===== config.mk =====
export PLATFORM = sky130hd
export DESIGN_NAME = debounce_sync
export DESIGN_NICKNAME = d
export VERILOG_FILES = /design/src/rtl/dl_common_pkg.sv /design/src/rtl/sync_chain.sv /design/src/rtl/debounce_sync.sv
export SDC_FILE = /design/constraint.sdc
export NUM_CORES = 1
export LEC_CHECK = 0
export BUFFER_PORTS_ARGS = -buffer_cell sky130_fd_sc_hd__buf_4
export CORE_AREA = 2 2 39 41
export CTS_BUF_LIST = sky130_fd_sc_hd__clkbuf_4
export DETAILED_ROUTE_END_ITERATION = 7
export DIE_AREA = 0 0 41 43
export SYNTH_ARGS = -nofsm -noshare
export SYNTH_HDL_FRONTEND = slang
export SYNTH_HIERARCHICAL = 1
export SYNTH_SLANG_ARGS = --single-unit

===== constraint.sdc =====
create_clock -name clk -period 1.5 [get_ports clk]
set_input_delay 0.15 -clock clk [delete_from_list [all_inputs] [get_ports clk]]
set_output_delay 0.15 -clock clk [all_outputs]
set_load 0.005 [all_outputs]

===== src/rtl/dl_common_pkg.sv =====
// Shared types and constants for the lab's input-conditioning blocks.
package dl_common_pkg;

  // Debouncer FSM states. The encoding makes bit 1 the debounced level and
  // bit 0 the "candidate change pending" flag.
  typedef enum logic [1:0] {
    LOW       = 2'd0,
    HIGH_PEND = 2'd1,
    HIGH      = 2'd2,
    LOW_PEND  = 2'd3
  } deb_state_t;

  localparam int DEB_STABLE_DEFAULT = 4;

  // Width of a counter that has to hold 0..stable_cycles.
  function automatic int deb_cnt_w(input int stable_cycles);
    return (stable_cycles < 1) ? 1 : $clog2(stable_cycles + 1);
  endfunction

endpackage


===== src/rtl/sync_chain.sv =====
// Plain multi-flop synchronizer for one asynchronous input bit.
// No logic between stages; s is the last stage. SYNC_STAGES must be >= 2.
module sync_chain #(
  parameter int   SYNC_STAGES = 2,
  parameter logic RESET_LEVEL = 1'b0
)(
  input  logic clk,
  input  logic clr,
  input  logic din,
  output logic s
);

  logic [SYNC_STAGES-1:0] chain;

  // Shift the raw input through the chain; reset loads the idle level.
  always_ff @(posedge clk or negedge clr) begin
    if (!clr) chain <= {SYNC_STAGES{RESET_LEVEL}};
    else      chain <= {chain[SYNC_STAGES-2:0], din};
  end

  assign s = chain[SYNC_STAGES-1];

endmodule


===== src/rtl/debounce_sync.sv =====
// Debouncer + synchronizer feeding the lab's preset/clear DFF d input.
// A change of the synchronized input must persist STABLE_CYCLES cycles
// before d_out follows; rise/fall are one-cycle registered edge pulses.
// Optional feature: define DEBOUNCE_BYPASS_EN to add the bypass input,
// which makes d_out track the synchronized input with one cycle delay.
module debounce_sync
  import dl_common_pkg::*;
#(
  parameter int   SYNC_STAGES   = 2,
  parameter int   STABLE_CYCLES = DEB_STABLE_DEFAULT,
  parameter logic RESET_LEVEL   = 1'b0,
  parameter int   CNT_W         = deb_cnt_w(STABLE_CYCLES)
)(
  input  logic clk,
  input  logic clr,
  input  logic din,
  output logic d_out,
  output logic rise,
  output logic fall,
  output logic busy
`ifdef DEBOUNCE_BYPASS_EN
  ,
  input  logic bypass
`endif
);

  localparam deb_state_t       RST_STATE = RESET_LEVEL ? HIGH : LOW;
  localparam logic [CNT_W-1:0] CNT_ONE   = CNT_W'(1);
  localparam logic [CNT_W-1:0] CNT_LAST  = CNT_W'(STABLE_CYCLES - 1);
  // With a one-cycle qualification window the pending states are skipped.
  localparam bit               ONE_SHOT  = (STABLE_CYCLES == 1);

  logic             s;
  logic             byp;
  deb_state_t       state, state_nxt;
  logic [CNT_W-1:0] cnt, cnt_nxt;
  logic             d_out_nxt, rise_nxt, fall_nxt, busy_nxt;

  sync_chain #(
    .SYNC_STAGES (SYNC_STAGES),
    .RESET_LEVEL (RESET_LEVEL)
  ) u_sync (
    .clk (clk),
    .clr (clr),
    .din (din),
    .s   (s)
  );

`ifdef DEBOUNCE_BYPASS_EN
  assign byp = bypass;
`else
  assign byp = 1'b0;
`endif

  // State and stability counter registers.
  always_ff @(posedge clk or negedge clr) begin
    if (!clr) begin
      state <= RST_STATE;
      cnt   <= '0;
    end else begin
      state <= state_nxt;
      cnt   <= cnt_nxt;
    end
  end

  // Next state: qualify a change of s against the current debounced level.
  always_comb begin
    state_nxt = state;
    cnt_nxt   = cnt;
    if (byp) begin
      // Bypass parks the FSM in the stable state matching s; any pending
      // change is dropped.
      state_nxt = s ? HIGH : LOW;
      cnt_nxt   = '0;
    end else begin
      case (state)
        LOW: begin
          if (s) begin
            if (ONE_SHOT) state_nxt = HIGH;
            else begin
              state_nxt = HIGH_PEND;
              cnt_nxt   = CNT_ONE;
            end
          end
        end
        HIGH_PEND: begin
          if (!s) begin
            state_nxt = LOW;
            cnt_nxt   = '0;
          end else if (cnt == CNT_LAST) begin
            state_nxt = HIGH;
            cnt_nxt   = '0;
          end else begin
            cnt_nxt = cnt + CNT_ONE;
          end
        end
        HIGH: begin
          if (!s) begin
            if (ONE_SHOT) state_nxt = LOW;
            else begin
              state_nxt = LOW_PEND;
              cnt_nxt   = CNT_ONE;
            end
          end
        end
        LOW_PEND: begin
          if (s) begin
            state_nxt = HIGH;
            cnt_nxt   = '0;
          end else if (cnt == CNT_LAST) begin
            state_nxt = LOW;
            cnt_nxt   = '0;
          end else begin
            cnt_nxt = cnt + CNT_ONE;
          end
        end
        default: begin
          state_nxt = RST_STATE;
          cnt_nxt   = '0;
        end
      endcase
    end
  end

  // Output decode of the next state; edges compare against the current level.
  always_comb begin
    d_out_nxt = (state_nxt == HIGH) || (state_nxt == LOW_PEND);
    busy_nxt  = (state_nxt == HIGH_PEND) || (state_nxt == LOW_PEND);
    rise_nxt  = d_out_nxt & ~d_out;
    fall_nxt  = ~d_out_nxt & d_out;
  end

  // Output flops so every port is driven straight from a register.
  always_ff @(posedge clk or negedge clr) begin
    if (!clr) begin
      d_out <= RESET_LEVEL;
      rise  <= 1'b0;
      fall  <= 1'b0;
      busy  <= 1'b0;
    end else begin
      d_out <= d_out_nxt;
      rise  <= rise_nxt;
      fall  <= fall_nxt;
      busy  <= busy_nxt;
    end
  end

endmodule


# After elaboration in Yosys (flattened, before gate mapping)
# Index checks and enable logic that the tools add are counted.
# classes
n_mul,0
addsub,1
div,0
order_cmp,0
reduce_logical,4
shift,0
eq_ne,9
bitwise_logic,4
mux,13
# ops
cell,n
$mux 3,5
$mux 2,6
$pmux 3 s4,1
$eq 2x2->1 const B,4
$pmux 2 s4,1
$eq 2x1->1 const B,2
$add 3x1->3 const B,1
$eq 3x2->1 const B,1
$and 1x1->1,2
$logic_not 2->1,1
$logic_or 1x1->1,2
$ne 2x1->1 const B,1
$ne 2x2->1 const B,1
$not 1->1,2
$reduce_and 2->1,1
# totals
ram_bits,0
latch_bits,0
inputBits,3
elab_cells,38
romBits,0
output_inout_bits,4
mem_count,0
register_bits,11

# Longest topological paths before layout
# depth
depth_word,8
depth_mapped,4
ltp_nobuf,4

# Cells and area by module
# Netlist, hierarchy kept.
# modules_own_cells
module,cells_per_inst,seq_area_each_um2,area_each_um2,instances
debounce_sync,27,200.2,321.6,1
sync_chain,2,50.0,50.0,1

# Least setup slack after synthesis
# OpenSTA, ideal clock, no wires.
# synth_path
path_type,reg-to-reg
start,register cnt[0]
end,register fall
required_ns,1.434
path_buffers,0
synth_period_minus_slack_ns,1.127
setup_time_ns,0.066
stages_incl_launch_ff,5
arrival_time_ns,1.061
slack_ns,0.373
path_cell_list,dfrtp_1 ha_1 nand3b_2 mux2i_2 and2_1
# synth_via
elab_chain_cells,8
# synth_lines
element,line,rtl
from (decl),debounce_sync.sv:36,"logic [CNT_W-1:0] cnt, cnt_nxt;"
from (signal assigned),debounce_sync.sv:62,cnt <= cnt_nxt;
$eq 3x2->1 *,"debounce_sync.sv:90, debounce_sync.sv:110",
"$mux 2, on equally long branches","debounce_sync.sv:110, debounce_sync.sv:90",
"$mux 2, on equally long branches","debounce_sync.sv:107, debounce_sync.sv:87",
$pmux 2 s4 *,debounce_sync.sv:76,case (state)
$eq 2x2->1,debounce_sync.sv:127,d_out_nxt = (state_nxt == HIGH) || (state_nxt == LOW_PEND);
$logic_or 1x1->1 *,debounce_sync.sv:127,
$not 1->1 *,debounce_sync.sv:130,fall_nxt = ~d_out_nxt & d_out;
$and 1x1->1 *,debounce_sync.sv:130,
net fall_nxt,debounce_sync.sv:37,"logic d_out_nxt, rise_nxt, fall_nxt, busy_nxt;"
to (signal assigned),debounce_sync.sv:143,fall <= fall_nxt;
to (decl),debounce_sync.sv:19,"output logic fall,"
# The timed path passes the listed nets; every way through them passes the cells marked *.
# A chain may end at the register's enable or synchronous reset.

# Worst setup path in the final report
# Same ends and word-level chain as after synthesis.

==> run_results.csv <==
group,metric,value,unit
status,outcome,"finished clean",
die,die_w,41,um
place,placed_area,437,um^2
synth,ys_types,15,
synth,synthesis.nets,33,
die,io_pins,7,
worst_setup_path,cp.required,1.71,ns
worst_setup_path,r2r_end,"fall",
worst_setup_path,r2r-start,"cnt[0]",
detailed_routing,drc_errors,0,
clock_network,cts_buffers,3,
detailed_routing,routedWlPerCell,10.9,um
worst_setup_path,slowest_delay,0.38,ns
synth,syn_avg_cell_area,12.8,um^2
detailed_routing,vias,246,
final_layout,fin_area,483,um^2
clock_network,htree_levels,1,
worst_setup_path,critical-path-top-delay-family,"flip-flops",
worst_setup_path,slowest_stage,"dfrtp_1",
synth,ys_seq_elements,10,
timing,drv_slew,0,
final_layout,nets,46,
final_layout,drive_gt1_frac,0.268,
timing,fmax,817,MHz
final_layout,final_util,0.349,
clock_network,clk_pin_slew,0.07,ns
worst_setup_path,cp_cell_sequence,"ha_1 -> nand3b_2 -> mux2i_2 -> and2_1",
synth,yosysWarningCount,6,
worst_setup_path,r2r_setup_slack,0.28,ns
place,port_buffers,6,
power_and_ir_drop,vdd_ir_drop_max,749,uV
clock_network,cts-root-buf,"clkbuf_4",
die,initial_core_util,0.269,
global_route,gr-total-overflow,0,
worst_setup_path,crit_path_max_fanout,4,
global_route,track_usage,0.103,
final_layout,area_growth_syn_to_layout,30.0,%
die,row_count,14,
timing,tightest_slew,0.431,ns
die,coreArea,1380,um^2
timing,slew_headroom,0.711,
clock_network,clock-sinks,10,
clock_network,clockBufferDepth,2,
detailed_routing,ant_nets,0,
global_route,grt_start_max_net_pins,11,
global_route,antenna_found_initial,0,
place,dpl.hpwl,464,um
global_route,use_met1,0.119,
synth,syn_area,372,um^2
synth,yosysSeqAreaShare,0.673,
run,cap_violations,0,
die,fp.dieH,43,um
timing,clock_skew,0.0133,ns
timing,period_needed,1.22,ns
detailed_routing,drt-total-wl,624,um
clock_network,cts_resized,0,
timing,rsz0062_at_grt,"no",
worst_setup_path,r2r.worst_path.cells,4,
global_route,grt_pass1_wl,1.08,mm
worst_setup_path,critPathCaptureType,"flip-flop",
global_route,use_met3,0.0471,
global_route,grtUsageMet2,0.131,
detailed_routing,viasPerCell,4.32,
min_path,hp-class,"in2async",
die,die-area,1760,um^2
clock_network,cts_tree,"built",
power_and_ir_drop,p_leak,0.234,nW
final_layout,antenna_cells,0,
timing,hold_violations,0,
detailed_routing,firstDrtPassIters,4,
worst_setup_path,critPathLaunchType,"flip-flop",
worst_setup_path,cp_data_arrival_time,1.44,ns
place,place_congestion,0.618,
synth,synthCells,29,
timing,finalCritPeriodShare,0.816,
global_route,busiest_layer,"met2",
global_route,first_global_vias,258,
worst_setup_path,cp_num_buf_inv,0,
detailed_routing,drtIter0Drc,2,
worst_setup_path,crit_type,"reg2reg",
clock_network,insertion_delay,0.27,ns
timing,finalSetupViolCount,0,
timing,tns,0,ns
power_and_ir_drop,power.density,1850,nW/um^2
==> worst reg2reg max path, delay by kind of cell (launching register included) <==
family                     cells  cell delay, ns
muxes                          1            0.29
DFF                            1            0.38
and+or+nand+nor                2            0.29
adders and majority gates      1            0.23
==> layout by cell type, fill, tap and decap left out <==
cell type,instances
dfrtp_1,10
nand3b_1,1
nor2b_1,1
dlygate4sd3_1,2
o21ai_0,2
ha_1,1
and2_1,1
clkbuf_4,3
buf_4,6
inv_1,4
nand3_1,1
nand2_1,2
a22oi_1,1
mux2i_2,1
o22ai_1,1
xnor2_1,1
clkinv_1,1
nor2_1,1
nand3b_2,1
==> metal layers <==
metal  up-vias  routed length (um)
met1       114                 267
met5         -                   0
li1        119                   -
met2        10                 290
met4         0                  22
met3         3                  44
==> Yosys cell counts <==
library cell	instances	area share
nand3b_2	1	0.030
and2_1	1	0.017
xnor2_1	1	0.024
inv_1	4	0.040
a22oi_1	1	0.020
nand3b_1	1	0.020
nand3_1	1	0.013
dfrtp_1	10	0.67
nor2_1	1	0.010
o21ai_0	2	0.027
mux2i_2	1	0.037
nor2b_1	1	0.017
o22ai_1	1	0.017
ha_1	1	0.034
nand2_1	2	0.020
==> logic make-up (layout without fill, tap and decap cells) <==
logic type | after synthesis | in the layout | synth area share
fa+ha+maj | 1 | 1 | 0.0337
buf+inv | 4 | 16 | 0.0404
simple gates | 8 | 8 | 0.128
xor+xnor | 1 | 1 | 0.0236
flops | 10 | 10 | 0.673
compound gates | 4 | 4 | 0.0640
mux | 1 | 1 | 0.0370
==> through the flow <==
| stage | hold slack [ns] | instances | power [mW] | setup WS [ns] |
|---|---|---|---|---|
| after detailed placement | -0.0135 | 51 | 0.713 | 0.266 |
| final | 0.237 | 57 | 0.895 | 0.276 |
| after global placement | -0.0162 | 51 | 0.705 | 0.322 |
| after floorplan | -0.146 | 29 | 0.576 | 0.373 |
| after global routing | 0.248 | 57 | 0.972 | 0.194 |
| after CTS | 0.240 | 57 | 0.910 | 0.266 |
==> worst max path at each step <==
stage,start,depth (start not counted),slack [ns],end
6_report,cnt[0],4,0.28,fall
2_1_floorplan,cnt[0],4,0.37,fall
3_3_place_gp,cnt[0],4,0.32,fall
3_5_place_dp,cnt[0],4,0.27,fall
4_1_cts,cnt[0],4,0.27,state[1]
5_1_grt,cnt[0],4,0.19,fall
==> layout make-up <==
| cell class | count | area (um^2) |
|---|---|---|
| Multi-Input combinational cell | 15 | 106 |
| Clock inverter | 1 | 3.75 |
| Sequential cell | 10 | 250 |
| Fill cell | 145 | 901 |
| Clock buffer | 3 | 22.5 |
| Timing Repair Buffer | 8 | 65.1 |
| Inverter | 4 | 15.0 |
| Tap cell | 16 | 20.0 |
==> sequential cells by signal, indices dropped and copies added (netlist names) <==
register,count
fall,1
rise,1
u_sync/chain,2
d_out,1
state,2
cnt,3
==> timing repair <==
item                                    in CTS  in global routing
hold buffers                                 2                  0
endpoints found under the hold margin       11                  0
setup buffers                                0                  0
endpoints found under the setup margin       0                  0
==> where the power goes <==
group	switching, mW	internal [mW]	leakage [nW]	total (mW)
sequential	0.0677	0.362	0.124	0.430
combinational	0.126	0.150	0.0939	0.276
clock	0.0934	0.0960	0.0154	0.189
total	0.287	0.608	0.234	0.895
Note: power is estimated with default switching activity, not from simulation.
